File: config.mk
export PLATFORM = sky130hd
export DESIGN_NAME = dmard_mem_responder_flat
export DESIGN_NICKNAME = d
export VERILOG_FILES = /design/src/rtl/dmard_mem_responder_pkg.sv /design/src/rtl/dmard_mem_responder_if.sv /design/src/rtl/dmard_rr_arb2.sv /design/src/rtl/dmard_mem_responder.sv /design/src/flat_wrapper.sv
export SDC_FILE = /design/constraint.sdc
export NUM_CORES = 1
export LEC_CHECK = 0
export CORE_UTILIZATION = 57
export DETAILED_ROUTE_END_ITERATION = 8
export DONT_BUFFER_PORTS = 1
export GPL_TIMING_DRIVEN = 0
export PLACE_DENSITY = 0.72
export SETUP_SLACK_MARGIN = 0.15
export SLEW_MARGIN = 20
export SYNTH_ARGS = -nofsm -noshare
export SYNTH_HDL_FRONTEND = slang
export SYNTH_HIERARCHICAL = 1
export SYNTH_SLANG_ARGS = --single-unit
File: constraint.sdc
create_clock -name clk -period 3 [get_ports clk]
set_clock_uncertainty 0.1 [all_clocks]
set_input_delay 0.6 -clock clk [delete_from_list [all_inputs] [get_ports clk]]
set_output_delay 0.6 -clock clk [all_outputs]
set_load 0.05 [all_outputs]
File: src/rtl/dmard_mem_responder_pkg.sv
// Shared types and constants for the DMA read memory responder.
// Latency: n/a (definitions only).
// Backpressure: n/a (definitions only).
package dmard_mem_responder_pkg;

  // Responder FSM states
  typedef enum logic [1:0] {
    RSP_IDLE  = 2'd0,
    RSP_ISSUE = 2'd1,
    RSP_DRAIN = 2'd2,
    RSP_DONE  = 2'd3
  } rsp_state_e;

  // Request type selected by the arbiter
  typedef enum logic {
    GRANT_DATA  = 1'b0,
    GRANT_DESCP = 1'b1
  } grant_e;

  localparam int         DESCP_DWORDS = 4;
  localparam logic [8:0] DESCP_BEATS  = 9'(DESCP_DWORDS);

  // A data length of zero encodes the maximum transfer of 256 dwords.
  function automatic logic [8:0] data_beats(input logic [7:0] len);
    return (len == 8'd0) ? 9'd256 : {1'b0, len};
  endfunction

endpackage

File: src/rtl/dmard_mem_responder_if.sv
// Request/response bundle between the DMA read engine, the responder and memory.
// Latency: n/a (wiring only).
// Backpressure: mem_ready throttles reads; the data FIFO side has none.
// Ports: descriptor fetch (req/ack/4 dwords), data fetch (req/ack/FIFO write),
//        memory read port (rden/addr/ready, rdvalid/rddata), busy, err_pulse.
interface dmard_mem_responder_if;

  logic        fetch_descp;
  logic [31:0] addr_descp;
  logic [7:0]  length_descp;
  logic        ack_fetch_descp;
  logic        descpdata_valid;
  logic [31:0] descp_dword0;
  logic [31:0] descp_dword1;
  logic [31:0] descp_dword2;
  logic [31:0] descp_dword3;

  logic        fetch_data;
  logic [31:0] addr_data;
  logic [7:0]  length_data;
  logic        ack_fetch_data;
  logic [31:0] datafifo_wrdata;
  logic        datafifo_datavalid;

  logic        mem_rden;
  logic [31:0] mem_addr;
  logic        mem_ready;
  logic        mem_rdvalid;
  logic [31:0] mem_rddata;

  logic        busy;
  logic        err_pulse;

  // Environment side: requester plus memory model
  modport master (
    output fetch_descp, addr_descp, length_descp,
    output fetch_data, addr_data, length_data,
    output mem_ready, mem_rdvalid, mem_rddata,
    input  ack_fetch_descp, descpdata_valid,
    input  descp_dword0, descp_dword1, descp_dword2, descp_dword3,
    input  ack_fetch_data, datafifo_wrdata, datafifo_datavalid,
    input  mem_rden, mem_addr, busy, err_pulse
  );

  // Responder side
  modport slave (
    input  fetch_descp, addr_descp, length_descp,
    input  fetch_data, addr_data, length_data,
    input  mem_ready, mem_rdvalid, mem_rddata,
    output ack_fetch_descp, descpdata_valid,
    output descp_dword0, descp_dword1, descp_dword2, descp_dword3,
    output ack_fetch_data, datafifo_wrdata, datafifo_datavalid,
    output mem_rden, mem_addr, busy, err_pulse
  );

endinterface

File: src/rtl/dmard_rr_arb2.sv
// Two-way round-robin arbiter (descriptor vs data) with a last-grant register.
// Latency: combinational grant; last-grant updates on the clock after a grant.
// Backpressure: grants only while en is high; requests are otherwise ignored.
// Ports: clk, rstb, en, req_descp, req_data -> gnt_vld, gnt_sel.
module dmard_rr_arb2
  import dmard_mem_responder_pkg::*;
(
  input  logic   clk,
  input  logic   rstb,
  input  logic   en,
  input  logic   req_descp,
  input  logic   req_data,
  output logic   gnt_vld,
  output grant_e gnt_sel
);

  grant_e last_q;

  always_comb begin
    gnt_vld = en && (req_descp || req_data);
    if (req_descp && req_data) begin
      // Contention: favour whichever type did not win last time
      gnt_sel = (last_q == GRANT_DATA) ? GRANT_DESCP : GRANT_DATA;
    end else if (req_descp) begin
      gnt_sel = GRANT_DESCP;
    end else begin
      gnt_sel = GRANT_DATA;
    end
  end

  always_ff @(posedge clk or negedge rstb) begin
    if (!rstb) begin
      last_q <= GRANT_DATA;
    end else if (gnt_vld) begin
      last_q <= gnt_sel;
    end
  end

endmodule

File: src/rtl/dmard_mem_responder.sv
// Memory-side responder: arbitrates descriptor/data fetches and issues dword reads.
// Latency: ack same cycle as grant; data dword 1 cycle after mem_rdvalid; descp valid in DONE.
// Backpressure: mem_ready and the outstanding limit stall issue; no backpressure to the data FIFO.
// Ports: clk, rstb (async active-low), bus (slave modport of dmard_mem_responder_if).
module dmard_mem_responder
  import dmard_mem_responder_pkg::*;
#(
  parameter int MAX_OUTSTANDING = 4,
  parameter int OSTD_W          = 3
) (
  input  logic                  clk,
  input  logic                  rstb,
  dmard_mem_responder_if.slave  bus
);

  localparam logic [OSTD_W-1:0] OSTD_MAX = OSTD_W'(MAX_OUTSTANDING);

  rsp_state_e        state_q, state_d;
  grant_e            sel_q;
  logic [29:0]       base_q;
  logic [8:0]        beats_q;
  logic [8:0]        issued_q;
  logic [8:0]        returned_q;
  logic [OSTD_W-1:0] ostd_q;
  logic [31:0]       dword_q [DESCP_DWORDS];
  logic              dv_q;
  logic [31:0]       wrdata_q;

  logic   gnt_vld;
  grant_e gnt_sel;
  logic   start;
  logic   rden;
  logic   accept;
  logic   ret_ok;
  logic   ret_err;
  logic   len_bad;
  logic   unused_addr_bits;

  dmard_rr_arb2 u_arb (
    .clk       (clk),
    .rstb      (rstb),
    .en        (state_q == RSP_IDLE),
    .req_descp (bus.fetch_descp),
    .req_data  (bus.fetch_data),
    .gnt_vld   (gnt_vld),
    .gnt_sel   (gnt_sel)
  );

  // Next-state and issue control
  always_comb begin
    state_d = state_q;
    start   = 1'b0;
    rden    = 1'b0;
    case (state_q)
      RSP_IDLE: begin
        if (gnt_vld) begin
          start   = 1'b1;
          state_d = RSP_ISSUE;
        end
      end
      RSP_ISSUE: begin
        rden = (issued_q < beats_q) && (ostd_q < OSTD_MAX);
        if (rden && bus.mem_ready && (issued_q + 9'd1 == beats_q)) begin
          state_d = RSP_DRAIN;
        end
      end
      RSP_DRAIN: begin
        if ((ostd_q == '0) && (returned_q == beats_q)) begin
          state_d = RSP_DONE;
        end
      end
      RSP_DONE: begin
        state_d = RSP_IDLE;
      end
      default: begin
        state_d = RSP_IDLE;
      end
    endcase
  end

  assign accept  = rden && bus.mem_ready;
  // A return with nothing outstanding is stray (e.g. left over from a reset) and is dropped
  assign ret_ok  = bus.mem_rdvalid && (ostd_q != '0);
  assign ret_err = bus.mem_rdvalid && (ostd_q == '0);
  assign len_bad = (bus.length_descp != 8'(DESCP_DWORDS));

  always_ff @(posedge clk or negedge rstb) begin
    if (!rstb) begin
      state_q <= RSP_IDLE;
    end else begin
      state_q <= state_d;
    end
  end

  always_ff @(posedge clk or negedge rstb) begin
    if (!rstb) begin
      sel_q      <= GRANT_DATA;
      base_q     <= '0;
      beats_q    <= '0;
      issued_q   <= '0;
      returned_q <= '0;
      ostd_q     <= '0;
      dv_q       <= 1'b0;
      wrdata_q   <= '0;
      for (int i = 0; i < DESCP_DWORDS; i++) begin
        dword_q[i] <= '0;
      end
    end else begin
      if (start) begin
        sel_q      <= gnt_sel;
        base_q     <= (gnt_sel == GRANT_DESCP) ? bus.addr_descp[31:2] : bus.addr_data[31:2];
        // Descriptors always fetch a fixed size regardless of the requested length
        beats_q    <= (gnt_sel == GRANT_DESCP) ? DESCP_BEATS : data_beats(bus.length_data);
        issued_q   <= '0;
        returned_q <= '0;
      end else begin
        if (accept) begin
          issued_q <= issued_q + 9'd1;
        end
        if (ret_ok) begin
          returned_q <= returned_q + 9'd1;
        end
      end

      // Simultaneous accept and return cancel out
      if (accept && !ret_ok) begin
        ostd_q <= ostd_q + OSTD_W'(1);
      end else if (!accept && ret_ok) begin
        ostd_q <= ostd_q - OSTD_W'(1);
      end

      dv_q <= ret_ok && (sel_q == GRANT_DATA);
      if (ret_ok && (sel_q == GRANT_DATA)) begin
        wrdata_q <= bus.mem_rddata;
      end
      // Returns are in order, so the return count selects the descriptor dword
      if (ret_ok && (sel_q == GRANT_DESCP)) begin
        dword_q[returned_q[1:0]] <= bus.mem_rddata;
      end
    end
  end

  assign bus.mem_rden           = rden;
  assign bus.mem_addr           = {base_q, 2'b00} + {21'd0, issued_q, 2'b00};
  assign bus.ack_fetch_descp    = start && (gnt_sel == GRANT_DESCP);
  assign bus.ack_fetch_data     = start && (gnt_sel == GRANT_DATA);
  assign bus.err_pulse          = ret_err || (start && (gnt_sel == GRANT_DESCP) && len_bad);
  assign bus.busy               = (state_q != RSP_IDLE);
  assign bus.descpdata_valid    = (state_q == RSP_DONE) && (sel_q == GRANT_DESCP);
  assign bus.datafifo_datavalid = dv_q;
  assign bus.datafifo_wrdata    = wrdata_q;
  assign bus.descp_dword0       = dword_q[0];
  assign bus.descp_dword1       = dword_q[1];
  assign bus.descp_dword2       = dword_q[2];
  assign bus.descp_dword3       = dword_q[3];

  // Byte-offset bits of the request addresses are ignored
  assign unused_addr_bits = ^{bus.addr_descp[1:0], bus.addr_data[1:0]};

endmodule

File: src/flat_wrapper.sv
// flat-port wrapper written by rule: the top's interface ports become plain ports
module dmard_mem_responder_flat import dmard_mem_responder_pkg::*;
#(
  parameter int MAX_OUTSTANDING = 4,
  parameter int OSTD_W          = 3
)
  (clk, rstb, bus_fetch_descp, bus_addr_descp, bus_length_descp, bus_fetch_data, bus_addr_data, bus_length_data, bus_mem_ready, bus_mem_rdvalid, bus_mem_rddata, bus_ack_fetch_descp, bus_descpdata_valid, bus_descp_dword0, bus_descp_dword1, bus_descp_dword2, bus_descp_dword3, bus_ack_fetch_data, bus_datafifo_wrdata, bus_datafifo_datavalid, bus_mem_rden, bus_mem_addr, bus_busy, bus_err_pulse);
  dmard_mem_responder_if bus_i ();
  input  logic clk;
  input  logic rstb;
  input wire logic [$bits(bus_i.fetch_descp)-1:0] bus_fetch_descp;
  input wire logic [$bits(bus_i.addr_descp)-1:0] bus_addr_descp;
  input wire logic [$bits(bus_i.length_descp)-1:0] bus_length_descp;
  input wire logic [$bits(bus_i.fetch_data)-1:0] bus_fetch_data;
  input wire logic [$bits(bus_i.addr_data)-1:0] bus_addr_data;
  input wire logic [$bits(bus_i.length_data)-1:0] bus_length_data;
  input wire logic [$bits(bus_i.mem_ready)-1:0] bus_mem_ready;
  input wire logic [$bits(bus_i.mem_rdvalid)-1:0] bus_mem_rdvalid;
  input wire logic [$bits(bus_i.mem_rddata)-1:0] bus_mem_rddata;
  output wire logic [$bits(bus_i.ack_fetch_descp)-1:0] bus_ack_fetch_descp;
  output wire logic [$bits(bus_i.descpdata_valid)-1:0] bus_descpdata_valid;
  output wire logic [$bits(bus_i.descp_dword0)-1:0] bus_descp_dword0;
  output wire logic [$bits(bus_i.descp_dword1)-1:0] bus_descp_dword1;
  output wire logic [$bits(bus_i.descp_dword2)-1:0] bus_descp_dword2;
  output wire logic [$bits(bus_i.descp_dword3)-1:0] bus_descp_dword3;
  output wire logic [$bits(bus_i.ack_fetch_data)-1:0] bus_ack_fetch_data;
  output wire logic [$bits(bus_i.datafifo_wrdata)-1:0] bus_datafifo_wrdata;
  output wire logic [$bits(bus_i.datafifo_datavalid)-1:0] bus_datafifo_datavalid;
  output wire logic [$bits(bus_i.mem_rden)-1:0] bus_mem_rden;
  output wire logic [$bits(bus_i.mem_addr)-1:0] bus_mem_addr;
  output wire logic [$bits(bus_i.busy)-1:0] bus_busy;
  output wire logic [$bits(bus_i.err_pulse)-1:0] bus_err_pulse;
  assign bus_i.fetch_descp = bus_fetch_descp;
  assign bus_i.addr_descp = bus_addr_descp;
  assign bus_i.length_descp = bus_length_descp;
  assign bus_i.fetch_data = bus_fetch_data;
  assign bus_i.addr_data = bus_addr_data;
  assign bus_i.length_data = bus_length_data;
  assign bus_i.mem_ready = bus_mem_ready;
  assign bus_i.mem_rdvalid = bus_mem_rdvalid;
  assign bus_i.mem_rddata = bus_mem_rddata;
  assign bus_ack_fetch_descp = bus_i.ack_fetch_descp;
  assign bus_descpdata_valid = bus_i.descpdata_valid;
  assign bus_descp_dword0 = bus_i.descp_dword0;
  assign bus_descp_dword1 = bus_i.descp_dword1;
  assign bus_descp_dword2 = bus_i.descp_dword2;
  assign bus_descp_dword3 = bus_i.descp_dword3;
  assign bus_ack_fetch_data = bus_i.ack_fetch_data;
  assign bus_datafifo_wrdata = bus_i.datafifo_wrdata;
  assign bus_datafifo_datavalid = bus_i.datafifo_datavalid;
  assign bus_mem_rden = bus_i.mem_rden;
  assign bus_mem_addr = bus_i.mem_addr;
  assign bus_busy = bus_i.busy;
  assign bus_err_pulse = bus_i.err_pulse;
  dmard_mem_responder #(.MAX_OUTSTANDING(MAX_OUTSTANDING), .OSTD_W(OSTD_W)) u_core (.clk(clk), .rstb(rstb), .bus(bus_i));
endmodule
======== Yosys cells after proc, flatten, opt, wreduce, memory -nomap -nowiden ========
Index checks and enable logic that the tools add are counted.
word-level totals
  register bits ........................... 225
  input port bits ......................... 118
  word-level logic and storage cells ...... 88
cells by class
  reductions and logical operators ........ 31
  bitwise logic cells ..................... 3
  equal/unequal tests ..................... 9
  add/sub/neg operators ................... 5
  order comparisons ....................... 4
  mux-type cells .......................... 22
operators with widths
  kind                                                      number
  bitwise mux 128 bit                                       1
  demux 32 bit (select 2 bit)                               1
  2-to-1 mux 9 bit                                          6
  adder 32 x 11 -> 32 bit                                   1
  2-to-1 mux 32 bit                                         1
  2-to-1 mux 30 bit                                         1
  adder 9 x 1 -> 9 bit, second input constant               2
  equality test 9 bit                                       2
  logical AND 1 bit                                         18
  < comparator 9 bit                                        1
  zero test 8 bit                                           1
  != test 8 x 3 -> 1 bit, second input constant             1
  one-hot mux 2 bit (4 select lines)                        1
  nonzero test 2 bit                                        4
  2-to-1 mux 1 bit                                          6
  2-to-1 mux 2 bit                                          3
  2-to-1 mux 3 bit                                          2
  != test 2 x 1 -> 1 bit, second input constant             3
  equality test 2 bit, second input constant                2
  adder 3 x 1 -> 3 bit, second input constant               1
  greater-or-equal comparator 3 bit, second input constant  1
  zero test 3 bit                                           1
  < comparator 3 x 1 -> 1 bit, second input constant        1
  < comparator 3 bit, second input constant                 1
  9 further kinds                                           12

======== Longest topological paths before layout ========
  word-level depth ........................ 8
  depth in mapped cells ................... 13
  gate-level depth less buffers ........... 12

======== Modules after synthesis ========
Netlist, hierarchy kept.
modules (own cells, without submodules)
  module               seq. area each (sq um)  cells an instance  times used  area each (sq um)
  dmard_mem_responder  5605.4                  845                1           10357.4
  dmard_rr_arb2        25.0                    5                  1           51.3

======== Least setup slack after synthesis ========
No wires, ideal clock.
  kind .................................... register -> output
  start ................................... reg u_core.issued_q[0]
  end ..................................... out bus_mem_addr[20]
  arrival ................................. 2898 ps
  cell stages (with the launch flop) ...... 12
  path slack .............................. -598 ps
  cells stage by stage .................... dfrtp_1 ha_1 inv_1 fa_1 nor2b_1 o21ai_0 a21oi_1 o21ai_0 nor4bb_1 buf_2 nor4b_1 xor2_1
on the way
  longest elaborated chain between the ends .. 1
RTL lines
  what                      RTL line                    RTL
  start: declaration        dmard_mem_responder.sv:22   logic [8:0] issued_q;
  start signal: assignment  dmard_mem_responder.sv:118  issued_q <= issued_q + 9'd1;
  adder 32 x 11 -> 32 bit   dmard_mem_responder.sv:144  assign bus.mem_addr = {base_q, 2'b00} + {21'd0, issued_q, 2'b00};
  end: declaration          flat_wrapper.sv:30          output wire logic [$bits(bus_i.mem_addr)-1:0] bus_mem_addr;
No other way between the ends.

======== Worst setup path after layout ========
  start ................................... reg u_core.base_q[0]
  end ..................................... out bus_mem_addr[18]
on the way
  longest elaborated chain between the ends .. 1
RTL lines
  what                      RTL line                    RTL
  start: declaration        dmard_mem_responder.sv:20   logic [29:0] base_q;
  start signal: assignment  dmard_mem_responder.sv:111  base_q <= (gnt_sel == GRANT_DESCP) ? bus.addr_descp[31:2] : bus.addr_data[31:2];
  adder 32 x 11 -> 32 bit   dmard_mem_responder.sv:144
No other way between the ends.

==> impl_metrics.ini <==
[detailed_routing]
viasPerCell = 5.95
vias = 6938
drtIter0Drc = 388
wl_per_cell_um = 23.5
drc = 0
antenna_left = 0
wirelength_um = 27400
first_pass_iters = 5

[synth]
synth.avg_cell_area_um2 = 12.2
yosys.area.top_type = dfrtp_1
syn_area_mm2 = 0.0104
synth_edf_count = 0
ys.warnings.count = 6
synthDistinctLibCells = 53
synth_cells = 850
synth-seq-cells = 225
synth_async_sr_flop_share = 1.00
ys_top_cells_by_area = dfrtp_1, mux2_2, ha_1
ys.flop_type = dfrtp_1
seq_area_frac_synth = 0.541
synth_top_area_frac = 0.541

[timing]
finalCritPeriodShare = 1.25
finalHoldViolCount = 225
hold_ws_ns = -0.301
rsz0062_at_grt = true
setup_ws_ns = -0.745
period_minus_slack_ns = 3.74
final.setup.tns_ns = -15.51
slew_violations = 0
slew_headroom = 0.259
setup_viol = 32
worstMarginPinSlew_ns = 1.10
clock.fmax_ghz = 0.267

[clock_tree]
clk_pin_slew_ns = 0.06
cts_buffers = 23
cts_tree = yes
cts_max_path_buffers = 3
ctsHtreeMaxLevel = 1
cts_sinks = 225
cts_root_buffer = clkbuf_16
insertion_delay_ns = 0.50

[floorplan]
core_mm2 = 0.0179
die_h_um = 137
num_rows = 49
start_util = 0.581
fp.dieW_um = 137
io_pins = 317
die_area_mm2 = 0.0188

[worst_setup_path]
cp.required_ns = 2.30
endpoint_kind = primary output
criticalPathCategory = reg2out
cp.arrival_ns = 3.04
cp_max_fo = 5
cp-start-kind = flip-flop

[run_status]
status = finished, violations left
violations = hold timing, setup timing

[finish]
multi_input_area_mm2 = 0.00548
final_area_mm2 = 0.0130
fillers = 1211
nNetsFinal = 1070
num_antenna_cells = 0
utilization = 0.727
register_area_mm2 = 0.00564
area_growth_pct = 25.0
drive_gt1_frac = 0.400

[placement]
io_buffers = 0
place_area_mm2 = 0.0113
place_ws_ns = -0.443
hpwl_um = 19200
gp_congestion = 0.909

[worst_hold_path]
hold_class = in2async

[power_and_ir_drop]
irDropWorstVdd_v = 0.000547
total_power_w = 0.00855
leakagePower_nw = 6.24
p_per_area_mw_per_mm2 = 657

[global_routing]
track_usage = 0.286
grt_max_degree = 226
grt_pass1_vias = 7384
overflow = 0
grt_pass1_wl_um = 40600
antenna_found_initial = 0

[job]
maxCapViolCount = 0
## kinds of logic after synthesis
kind of cell             count (synthesis)  synth area share
flip-flops                             225             0.541
multiplexers                           194             0.206
AND/OR/NAND/NOR                        177            0.0823
AO/OA/AOI/OAI                           89            0.0510
buffers and inverters                   72            0.0297
XOR/XNOR                                62            0.0522
adder cells (fa/ha/maj)                 30            0.0375
other                                    1          0.000360
## Yosys cell counts (2+ instances only)
| cell type | instances |
|---|---|
| nor3_1 | 12 |
| nor4_1 | 5 |
| inv_1 | 31 |
| or3_1 | 2 |
| mux2_2 | 161 |
| o21a_1 | 3 |
| nor2_1 | 41 |
| xnor2_1 | 27 |
| a31oi_1 | 3 |
| buf_4 | 4 |
| nand4_1 | 10 |
| a211oi_1 | 2 |
| o21ai_1 | 2 |
| nand2_1 | 57 |
| fa_1 | 2 |
| buf_2 | 19 |
| and2_1 | 2 |
| nand3b_1 | 8 |
| a21o_1 | 3 |
| dfrtp_1 | 225 |
| o211a_1 | 2 |
| nor3b_1 | 2 |
| a21oi_1 | 13 |
| nor2b_1 | 4 |
| mux2i_1 | 32 |
| nor4b_1 | 2 |
| xor2_1 | 35 |
| nand3_1 | 16 |
| and3_1 | 7 |
| o21ai_0 | 47 |
| ha_1 | 28 |
| clkbuf_1 | 17 |
| a211o_1 | 2 |
| nand2b_1 | 4 |
| and4_1 | 2 |
## timing repair
item	in CTS	in global routing
buffers inserted	32	13
pin swaps	40	37
gates resized for setup	77	36
endpoints found under the setup margin	34	34
cloned	1	0
hold endpoints to repair	225	225
## power by group
part	switching, W	leakage [nW]	total [W]	internal [W]
Sequential	0.000755	2.98	0.00402	0.00327
Clock	0.00115	0.401	0.00305	0.00190
Combinational	0.000802	2.86	0.00148	0.000673
Total	0.00271	6.24	0.00855	0.00584
## flip-flops by register name, indices dropped and copies added (netlist names)
name and flops:
u_core/sel_q 1, u_core/bus.descp_dword0 32, u_core/issued_q 9, u_core/state_q 2, u_core/beats_q 9, u_core/bus.descp_dword2 32, u_core/ostd_q 3, u_core/bus.descp_dword1 32
u_core/bus.descp_dword3 32, u_core/returned_q 9, u_core/u_arb/last_q 1, u_core/base_q 30, u_core/bus.datafifo_datavalid 1, u_core/bus.datafifo_wrdata 32
## worst max-delay path, stage by stage (launching register included)
cell and delay (ns):
dfrtp_1 0.38, ha_4 0.14, inv_2 0.04, fa_2 0.41, nor2b_2 0.16, o21ai_2 0.08
a21oi_2 0.17, o21ai_2 0.10, nor4bb_4 0.19, buf_6 0.15, buf_4 0.14, nor3_4 0.19
xor2_4 0.38
## through the flow
step	hold slack, ns	instances
3_5_place_dp	0.208	1080
2_1_floorplan	0.204	851
4_1_cts	-0.315	1154
3_3_place_gp	0.209	1080
6_report	-0.301	1167
5_1_grt	-0.311	1167
## layer usage
metal  up-vias  track usage  part of all wire
li1       3091            -                 -
met1      3526        0.321              0.36
met2       273        0.510              0.53
met3        48       0.0948             0.087
met4         0       0.0946             0.024
met5         -            0                 0
## cell usage in the layout, fill, tap and decap left out, types with 18 or more instances in the layout
| cell | instances |
|---|---|
| dfrtp_1 | 216 |
| o21ai_0 | 44 |
| mux2i_1 | 32 |
| ha_1 | 18 |
| xnor2_1 | 19 |
| buf_4 | 36 |
| nor2_1 | 28 |
| clkbuf_16 | 24 |
| nand2_1 | 56 |
| inv_1 | 27 |
| mux2_2 | 161 |
## cell type report
cell class	count	area share
repair buffers	46	0.0322
inverters	31	0.00895
clock inverters	7	0.0107
plain buffers	41	0.0194
multi-input cells	554	0.421
well taps	229	0.0220
clock buffers	34	0.0520
flip-flops and latches	225	0.434
## path summary, 6_finish.rpt
| check | start | endpoint | slack (ns) | cells after the start |
|---|---|---|---|---|
| max | u_core/base_q[0] | bus_mem_addr[18] | -0.74 | 12 |
| min | rstb | u_core/base_q[17] | -0.30 | 0 |
| max reg2reg | u_core/issued_q[1] | u_core/ostd_q[2] | -0.14 | 16 |
| min reg2reg | u_core/u_arb/last_q | u_core/u_arb/last_q | 0.39 | 1 |
| max in group asynchronous | rstb | u_core/returned_q[6] | 2.78 | 0 |
| min in group clk | bus_fetch_data | u_core/u_arb/last_q | 0.09 | 1 |
(Power assumes the default switching activity.)
